==> src/rtl/alu_seq_pkg.sv <==
// Shared definitions for the ALU/RAM instruction sequencer.
// The instruction field positions, FSM states, condition codes and comparator
// flag indices live here so the FIFO, the top and the bench all agree.
package alu_seq_pkg;

  // Instruction field positions: [31:30] cond, [29] wb, [28:25] opcode,
  // [24] cin, [23:16] addr_a, [15:8] addr_b, [7:0] addr_z.
  localparam int COND_MSB = 31;
  localparam int COND_LSB = 30;
  localparam int WB_BIT   = 29;
  localparam int OP_MSB   = 28;
  localparam int OP_LSB   = 25;
  localparam int CIN_BIT  = 24;
  localparam int A_MSB    = 23;
  localparam int A_LSB    = 16;
  localparam int B_MSB    = 15;
  localparam int B_LSB    = 8;
  localparam int Z_MSB    = 7;
  localparam int Z_LSB    = 0;

  typedef enum logic [2:0] {
    ST_IDLE    = 3'd0,
    ST_ISSUE   = 3'd1,
    ST_CAPTURE = 3'd2,
    ST_WRITE   = 3'd3,
    ST_DONE    = 3'd4
  } state_t;

  localparam logic [1:0] COND_ALWAYS = 2'b00;
  localparam logic [1:0] COND_XEY    = 2'b01;
  localparam logic [1:0] COND_XBY    = 2'b10;
  localparam logic [1:0] COND_YBX    = 2'b11;

  // Comparator flags arrive as {XBY, YBX, XEY}.
  localparam int FLAG_XBY = 2;
  localparam int FLAG_YBX = 1;
  localparam int FLAG_XEY = 0;

  // Selects the comparator flag that gates a conditional write-back.
  function automatic logic cond_met(input logic [1:0] cond, input logic [2:0] flags);
    logic met;
    case (cond)
      COND_ALWAYS: met = 1'b1;
      COND_XEY:    met = flags[FLAG_XEY];
      COND_XBY:    met = flags[FLAG_XBY];
      COND_YBX:    met = flags[FLAG_YBX];
      default:     met = 1'b0;
    endcase
    return met;
  endfunction

endpackage

==> src/rtl/alu_ram_sequencer_if.sv <==
// Instruction-in and result-out handshake bundle of the ALU/RAM sequencer.
// master = producer of instructions / consumer of results, slave = sequencer.
interface alu_ram_sequencer_if;
  logic        in_valid;
  logic        in_ready;
  logic [31:0] in_instr;
  logic        res_valid;
  logic        res_ready;
  logic [7:0]  res_z;
  logic [2:0]  res_flags;
  logic        res_wrote;

  modport master (
    output in_valid, in_instr, res_ready,
    input  in_ready, res_valid, res_z, res_flags, res_wrote
  );

  modport slave (
    input  in_valid, in_instr, res_ready,
    output in_ready, res_valid, res_z, res_flags, res_wrote
  );
endinterface

==> src/rtl/alu_seq_fifo.sv <==
// Instruction FIFO: first-word fall-through, power-of-two depth so the
// pointers wrap naturally. A push is refused whenever the FIFO is full,
// even if a pop happens in the same cycle.
module alu_seq_fifo #(
  parameter int DEPTH = 4,
  parameter int WIDTH = 32
) (
  input  logic                   clk,
  input  logic                   rst_n,
  input  logic                   push,
  input  logic [WIDTH-1:0]       din,
  input  logic                   pop,
  output logic [WIDTH-1:0]       dout,
  output logic                   full,
  output logic                   empty,
  output logic [$clog2(DEPTH):0] count
);
  localparam int AW = $clog2(DEPTH);
  localparam logic [AW:0]   FULL_COUNT = (AW+1)'(DEPTH);
  localparam logic [AW:0]   CNT_ONE    = (AW+1)'(1);
  localparam logic [AW-1:0] PTR_ONE    = AW'(1);

  logic [WIDTH-1:0] mem_r [DEPTH];
  logic [AW-1:0]    wr_ptr_r;
  logic [AW-1:0]    rd_ptr_r;
  logic [AW:0]      count_r;
  logic             push_ok_s;
  logic             pop_ok_s;

  assign full      = (count_r == FULL_COUNT);
  assign empty     = (count_r == '0);
  assign count     = count_r;
  assign dout      = mem_r[rd_ptr_r];
  assign push_ok_s = push & ~full;
  assign pop_ok_s  = pop & ~empty;

  // Storage array; written only on an accepted push.
  always_ff @(posedge clk) begin
    if (push_ok_s) begin
      mem_r[wr_ptr_r] <= din;
    end
  end

  // Pointer and occupancy bookkeeping.
  always_ff @(posedge clk or negedge rst_n) begin
    if (!rst_n) begin
      wr_ptr_r <= '0;
      rd_ptr_r <= '0;
      count_r  <= '0;
    end else begin
      if (push_ok_s) begin
        wr_ptr_r <= wr_ptr_r + PTR_ONE;
      end
      if (pop_ok_s) begin
        rd_ptr_r <= rd_ptr_r + PTR_ONE;
      end
      case ({push_ok_s, pop_ok_s})
        2'b10:   count_r <= count_r + CNT_ONE;
        2'b01:   count_r <= count_r - CNT_ONE;
        default: count_r <= count_r;
      endcase
    end
  end
endmodule

==> src/rtl/alu_ram_sequencer.sv <==
// Instruction sequencer in front of the dual-port-RAM/ALU datapath.
// Buffers instructions, issues them one at a time (ISSUE -> CAPTURE -> WRITE
// -> DONE) and holds each result until the consumer takes it.
// Optional build macro ALU_SEQ_COND_WRITE_EN: gate write-back on the
// instruction's cond field against the captured comparator flags.
module alu_ram_sequencer
  import alu_seq_pkg::*;
#(
  parameter int FIFO_DEPTH = 4,
  parameter int INSTR_W    = 32
) (
  input  logic                        CLK,
  input  logic                        RST_N,
  alu_ram_sequencer_if.slave          bus,
  output logic [7:0]                  Addr_A,
  output logic [7:0]                  Addr_B,
  output logic [3:0]                  Opcode,
  output logic                        Cin,
  output logic [7:0]                  Addr_Z,
  output logic                        WE_Z,
  input  logic [7:0]                  Z_In,
  input  logic [2:0]                  Flags_In,
  output logic                        busy,
  output logic [$clog2(FIFO_DEPTH):0] fifo_count
);
  state_t             state_r;
  logic [INSTR_W-1:0] head_s;
  logic               fifo_full_s;
  logic               fifo_empty_s;
  logic               pop_s;
  logic               wb_r;
  logic [1:0]         cond_r;
  logic               do_write_s;
  logic               res_valid_r;
  logic [7:0]         res_z_r;
  logic [2:0]         res_flags_r;
  logic               res_wrote_r;

  assign pop_s         = (state_r == ST_IDLE) && !fifo_empty_s;
  assign bus.in_ready  = ~fifo_full_s;
  assign busy          = (state_r != ST_IDLE);
  assign bus.res_valid = res_valid_r;
  assign bus.res_z     = res_z_r;
  assign bus.res_flags = res_flags_r;
  assign bus.res_wrote = res_wrote_r;

  alu_seq_fifo #(
    .DEPTH (FIFO_DEPTH),
    .WIDTH (INSTR_W)
  ) u_fifo (
    .clk   (CLK),
    .rst_n (RST_N),
    .push  (bus.in_valid),
    .din   (bus.in_instr),
    .pop   (pop_s),
    .dout  (head_s),
    .full  (fifo_full_s),
    .empty (fifo_empty_s),
    .count (fifo_count)
  );

`ifdef ALU_SEQ_COND_WRITE_EN
  // Write-back only when wb is set and the selected comparator flag is true.
  always_comb begin
    do_write_s = 1'b0;
    if (wb_r) begin
      do_write_s = cond_met(cond_r, Flags_In);
    end else begin
      do_write_s = 1'b0;
    end
  end
`else
  logic unused_cond_s;
  assign unused_cond_s = ^cond_r;

  // Write-back follows wb alone; the cond field behaves as "always".
  always_comb begin
    do_write_s = 1'b0;
    if (wb_r) begin
      do_write_s = 1'b1;
    end else begin
      do_write_s = 1'b0;
    end
  end
`endif

  // Sequencing FSM with registered datapath controls and result registers.
  always_ff @(posedge CLK or negedge RST_N) begin
    if (!RST_N) begin
      state_r     <= ST_IDLE;
      Addr_A      <= 8'h00;
      Addr_B      <= 8'h00;
      Opcode      <= 4'h0;
      Cin         <= 1'b0;
      Addr_Z      <= 8'h00;
      WE_Z        <= 1'b0;
      wb_r        <= 1'b0;
      cond_r      <= 2'b00;
      res_valid_r <= 1'b0;
      res_z_r     <= 8'h00;
      res_flags_r <= 3'b000;
      res_wrote_r <= 1'b0;
    end else begin
      case (state_r)
        ST_IDLE: begin
          // Controls are loaded at the pop so they are already valid in ISSUE.
          if (!fifo_empty_s) begin
            Addr_A  <= head_s[A_MSB:A_LSB];
            Addr_B  <= head_s[B_MSB:B_LSB];
            Opcode  <= head_s[OP_MSB:OP_LSB];
            Cin     <= head_s[CIN_BIT];
            Addr_Z  <= head_s[Z_MSB:Z_LSB];
            wb_r    <= head_s[WB_BIT];
            cond_r  <= head_s[COND_MSB:COND_LSB];
            state_r <= ST_ISSUE;
          end else begin
            state_r <= ST_IDLE;
          end
        end
        ST_ISSUE: begin
          // Settle cycle for the combinational RAM read and ALU.
          state_r <= ST_CAPTURE;
        end
        ST_CAPTURE: begin
          res_z_r     <= Z_In;
          res_flags_r <= Flags_In;
          WE_Z        <= do_write_s;
          res_wrote_r <= do_write_s;
          state_r     <= ST_WRITE;
        end
        ST_WRITE: begin
          WE_Z        <= 1'b0;
          res_valid_r <= 1'b1;
          state_r     <= ST_DONE;
        end
        ST_DONE: begin
          if (bus.res_ready) begin
            res_valid_r <= 1'b0;
            state_r     <= ST_IDLE;
          end else begin
            state_r     <= ST_DONE;
          end
        end
        default: begin
          WE_Z        <= 1'b0;
          res_valid_r <= 1'b0;
          state_r     <= ST_IDLE;
        end
      endcase
    end
  end
endmodule

==> src/flat_wrapper.sv <==
// flat-port wrapper written by rule: the top's interface ports become plain ports
module alu_ram_sequencer_flat import alu_seq_pkg::*;
#(
  parameter int FIFO_DEPTH = 4,
  parameter int INSTR_W    = 32
)
  (CLK, RST_N, Addr_A, Addr_B, Opcode, Cin, Addr_Z, WE_Z, Z_In, Flags_In, busy, fifo_count, bus_in_valid, bus_in_instr, bus_res_ready, bus_in_ready, bus_res_valid, bus_res_z, bus_res_flags, bus_res_wrote);
  alu_ram_sequencer_if bus_i ();
  input  logic CLK;
  input  logic RST_N;
  output logic [7:0] Addr_A;
  output logic [7:0] Addr_B;
  output logic [3:0] Opcode;
  output logic Cin;
  output logic [7:0] Addr_Z;
  output logic WE_Z;
  input  logic [7:0] Z_In;
  input  logic [2:0] Flags_In;
  output logic busy;
  output logic [$clog2(FIFO_DEPTH):0] fifo_count;
  input wire logic [$bits(bus_i.in_valid)-1:0] bus_in_valid;
  input wire logic [$bits(bus_i.in_instr)-1:0] bus_in_instr;
  input wire logic [$bits(bus_i.res_ready)-1:0] bus_res_ready;
  output wire logic [$bits(bus_i.in_ready)-1:0] bus_in_ready;
  output wire logic [$bits(bus_i.res_valid)-1:0] bus_res_valid;
  output wire logic [$bits(bus_i.res_z)-1:0] bus_res_z;
  output wire logic [$bits(bus_i.res_flags)-1:0] bus_res_flags;
  output wire logic [$bits(bus_i.res_wrote)-1:0] bus_res_wrote;
  assign bus_i.in_valid = bus_in_valid;
  assign bus_i.in_instr = bus_in_instr;
  assign bus_i.res_ready = bus_res_ready;
  assign bus_in_ready = bus_i.in_ready;
  assign bus_res_valid = bus_i.res_valid;
  assign bus_res_z = bus_i.res_z;
  assign bus_res_flags = bus_i.res_flags;
  assign bus_res_wrote = bus_i.res_wrote;
  alu_ram_sequencer #(.FIFO_DEPTH(FIFO_DEPTH), .INSTR_W(INSTR_W)) u_core (.CLK(CLK), .RST_N(RST_N), .bus(bus_i), .Addr_A(Addr_A), .Addr_B(Addr_B), .Opcode(Opcode), .Cin(Cin), .Addr_Z(Addr_Z), .WE_Z(WE_Z), .Z_In(Z_In), .Flags_In(Flags_In), .busy(busy), .fifo_count(fifo_count));
endmodule
==> config.mk <==
export PLATFORM = sky130hd
export DESIGN_NAME = alu_ram_sequencer_flat
export DESIGN_NICKNAME = d
export VERILOG_FILES = /design/src/rtl/alu_seq_pkg.sv /design/src/rtl/alu_ram_sequencer_if.sv /design/src/rtl/alu_seq_fifo.sv /design/src/rtl/alu_ram_sequencer.sv /design/src/flat_wrapper.sv
export SDC_FILE = /design/constraint.sdc
export NUM_CORES = 1
export LEC_CHECK = 0
export CAP_MARGIN = 30
export CORE_MARGIN = 1.5
export CORE_UTILIZATION = 50
export CTS_CLUSTER_DIAMETER = 100
export DETAILED_ROUTE_END_ITERATION = 12
export PLACE_DENSITY = 0.72
export SLEW_MARGIN = 20
export SYNTH_ARGS = -nofsm -noshare
export SYNTH_HDL_FRONTEND = slang
export SYNTH_SLANG_ARGS = --single-unit
==> constraint.sdc <==
create_clock -name CLK -period 2.35 [get_ports CLK]
set_input_delay 0.3525 -clock CLK [delete_from_list [all_inputs] [get_ports CLK]]
set_output_delay 0.3525 -clock CLK [all_outputs]
set_load 0.01 [all_outputs]
==> metrics.md <==
| Metric | Value |
|---|---|
| Fraction of layout instances using a drive strength above 1 | 0.269 |
| Setup TNS | 0 ns |
| Fraction of registers with async set/reset | 0.310 |
| Predominant post-synthesis flop cell | edfxtp_1 |
| Worst EP required | about 2.7 ns |
| Max Slew Vio Count | 0 |
| Clock skew | about 0.0084 ns |
| Worst setup EP type | flip-flop |
| Global Route met1 Usage | 0.230 |
| Worst Path Arrival | approximately 2.6 ns |
| Clock Tree Root | clkbuf_16 |
| CP Class | reg2reg |
| Worst path max stage delay | approximately 0.42 ns |
| I/O Buffers | between 90 and 100 |
| Commonest cells in the netlist | edfxtp_1 (120), dfrtp_1 (54), mux2_4 (29), mux4_2 (28), mux2_1 (8) |
| Busiest layer in global routing | met2 |
| Max-slew headroom | 0.577 |
| Clk sinks | ~170 |
| Measured slew at the worst slew-check pin | ~0.63 ns |
| WL/cell | 19.1 µm |
| Peak VDD IR | between 500 and 600 µV |
| Die area | about 14000 µm² |
| Gate power share | 0.349 |
| Worst skew pair latency | ~0.42 ns |
| Final Critical Period | 2.23 ns |
| Mapped Nets | approximately 360 |
| Sequential Power Share | 0.401 |
| Synth top area cells | edfxtp_1 (54%), dfrtp_1 (20%), mux4_2 (9.4%) |
| Via count | approximately 3200 |
| Fmax | about 450 MHz |
| Netlist cell types | 35 |
| Final HPWL DP | ~6.6 mm |
| Final setup viols | 0 |
| Vias per inst | roughly 5.2 |
| Placeable Area | between 10000 and 15000 µm² |
| Post-route ant nets | 0 |
| Status | finished clean |
| Worst Path Max Fanout | 6 |
| P_int | between 8000 and 9000 µW |
| Clock power frac | 0.250 |
| Num CTS Buffers | 17 |
| Reg2reg path depth | 9 |
| Initial antenna violation count | 0 |
| Final net count | around 470 |
| Drt pass-1 iters | 4 |
| Antenna fix cells | 0 |
| DRC errors left | 0 |
| Met3 global-route usage | 0.0527 |
| Leakage | approximately 0.0032 µW |
| Flop2flop setup slack | between 0.1 and 0.15 ns |
| Sw power | roughly 3200 µW |
| Die Width | 119 µm |
| Synth Instances | slightly above 300 |
| Initial Utilization | 0.510 |
| First-pass GRT wire length | ~19 mm |
| GPL Wtd Cong | 0.674 |
| Die height | 119 µm |
| CTS tree | built |
| I/O Pins | 95 |
| R2r endpoint | u_core.u_fifo.count[2] |
| Overall Power | between 10000 and 15000 µW |
| Switching share of power | 0.266 |
| Max stage delay cell, worst path | or3b_4 |
| Worst R2R Start | u_core.u_fifo.count[1] |
| Setup crit start kind | flip-flop |
| Crit path buf inv count | 2 |
| Synth top area share | 0.536 |
| Area leader, netlist | edfxtp_1 |
| Critical path, cell by cell | or3b_4 -> and2_4 -> inv_1 -> ha_1 -> inv_1 -> fa_1 -> xor2_1 -> nor2_1 -> xor2_1 |
| FF+latch count, synth | about 170 |
| Syn avg cell area | between 20 and 25 µm² |
| DRT iter0 DRCs | 107 |
| Clk slew on worst S/H paths | about 0.06 ns |
| Largest net degree at the start of global routing | 39 |
| M2 GR Usage | 0.299 |
| Pwr dens | between 1000 and 1500 nW/µm² |
| Post-synth EDFFs | 120 |
| RSZ-0062 raised after global routing | false |
| Clock buffer depth | 2 |
| # fillers | 892 |
| Tcrit/Tclk final | 0.948 |
| Final WL | about 12 mm |
| Area Overhead vs Synth | 27.0% |
| Gr ovfl total | 0 |
| Seq/Total Area, Yosys | 0.737 |
| WHS | 0.417 ns |
| Max_cap viols | 0 |
| Rows | 42 |
| Cells after DPL | between 500 and 600 |
| Htree depth | 4 |
| Worst Hold Class | in2async |
| Hold violation count in the final report | 0 |
| Non-filler instance count after layout | 604 |
| Yosys warnings | 0 |
| Largest delay share family, worst path | simple AND/OR/NAND/NOR gates |
| Cell Area, Synth | 6730 µm² |
| Number of global-route vias before repair | roughly 3400 |
| Count leader, synth | edfxtp_1 |
| Total GRT Usage | 0.181 |
## metrics by stage
step | setup slack [ns] | cell area, µm² | util
global placement | 0.186 | 7880 | 0.598
floorplan | 0.133 | 6730 | -
detailed placement | 0.0829 | 7880 | 0.598
CTS | 0.0639 | 8520 | 0.646
global route | 0.000701 | 8540 | 0.648
finish | 0.123 | 8540 | 0.648
## kinds of logic (layout without fill, tap and decap cells)
family | count (synthesis) | count (layout) | synth area share
xor+xnor | 7 | 7 | 0.00911
flops | 174 | 174 | 0.737
compound gates | 7 | 7 | 0.00744
buf+inv | 21 | 145 | 0.0285
mux | 74 | 74 | 0.191
simple gates | 15 | 15 | 0.0149
fa+ha+maj | 6 | 6 | 0.0123
## state kept, by name (all words and copies together) (netlist names), 4 cells and up
register,flops
u_core.u_fifo.mem_r,120
u_core.Addr_A,8
u_core.Addr_B,8
u_core.Addr_Z,8
u_core.bus.res_z,8
u_core.Opcode,4
## repair_timing
item	CTS	global route
endpoints found under the setup margin	0	1
hold buffers	1	0
gates resized for setup	0	2
buffers inserted	0	2
hold endpoints to repair	16	0
## how the worst max path moves through the flow
stage                      startpoint                endpoint  slack [ns]  depth (start not counted)
2_1_floorplan  u_core.u_fifo.count[0]  u_core.u_fifo.count[2]        0.13                          9
3_3_place_gp   u_core.u_fifo.count[2]  u_core.u_fifo.count[2]        0.19                          9
3_5_place_dp   u_core.u_fifo.count[2]  u_core.u_fifo.count[2]        0.08                          9
4_1_cts        u_core.u_fifo.count[2]  u_core.u_fifo.count[2]        0.06                          9
5_1_grt        u_core.u_fifo.count[2]  u_core.u_fifo.count[2]      0.0007                          9
6_report       u_core.u_fifo.count[1]  u_core.u_fifo.count[2]        0.12                          9
## placed cells by master, fill, tap and decap left out, types with 4 or more instances in the layout
cell,n
and3_2,4
buf_12,7
buf_4,7
bufinv_16,5
clkbuf_1,4
clkbuf_16,17
clkdlybuf4s50_1,91
dfrtp_1,51
edfxtp_1,120
ha_1,5
inv_1,7
mux2_1,8
mux2_2,6
mux2_4,29
mux4_2,28
xor2_1,4
## power by group through the flow
stage / logic [µW] / clock network (µW) / registers [µW]
floorplan: 2660 / 0 / 4830
global placement: 4080 / 0 / 4770
detailed placement: 4150 / 0 / 4810
CTS: 4190 / 3030 / 4780
global route: 4450 / 3150 / 4880
finish: 4140 / 2970 / 4770
## layer usage
| layer | vias to the layer above | routed length [µm] |
|---|---|---|
| met2 | 95 | 5820 |
| met1 | 1629 | 4960 |
| met3 | 11 | 607 |
| met5 | - | 0 |
| li1 | 1424 | - |
| met4 | 0 | 146 |
## cell type report
type / count / area [µm²] / share of cell area
inverters: 7 / 26.3 / 0.00308
repair buffers: 107 / 1120 / 0.131
clock buffers: 23 / 468 / 0.0548
flip-flops and latches: 174 / 4960 / 0.580
multi-input cells: 109 / 1590 / 0.186
well taps: 176 / 220 / 0.0258
clock inverters: 8 / 163 / 0.0190
Power figures use the tool's default switching activity.
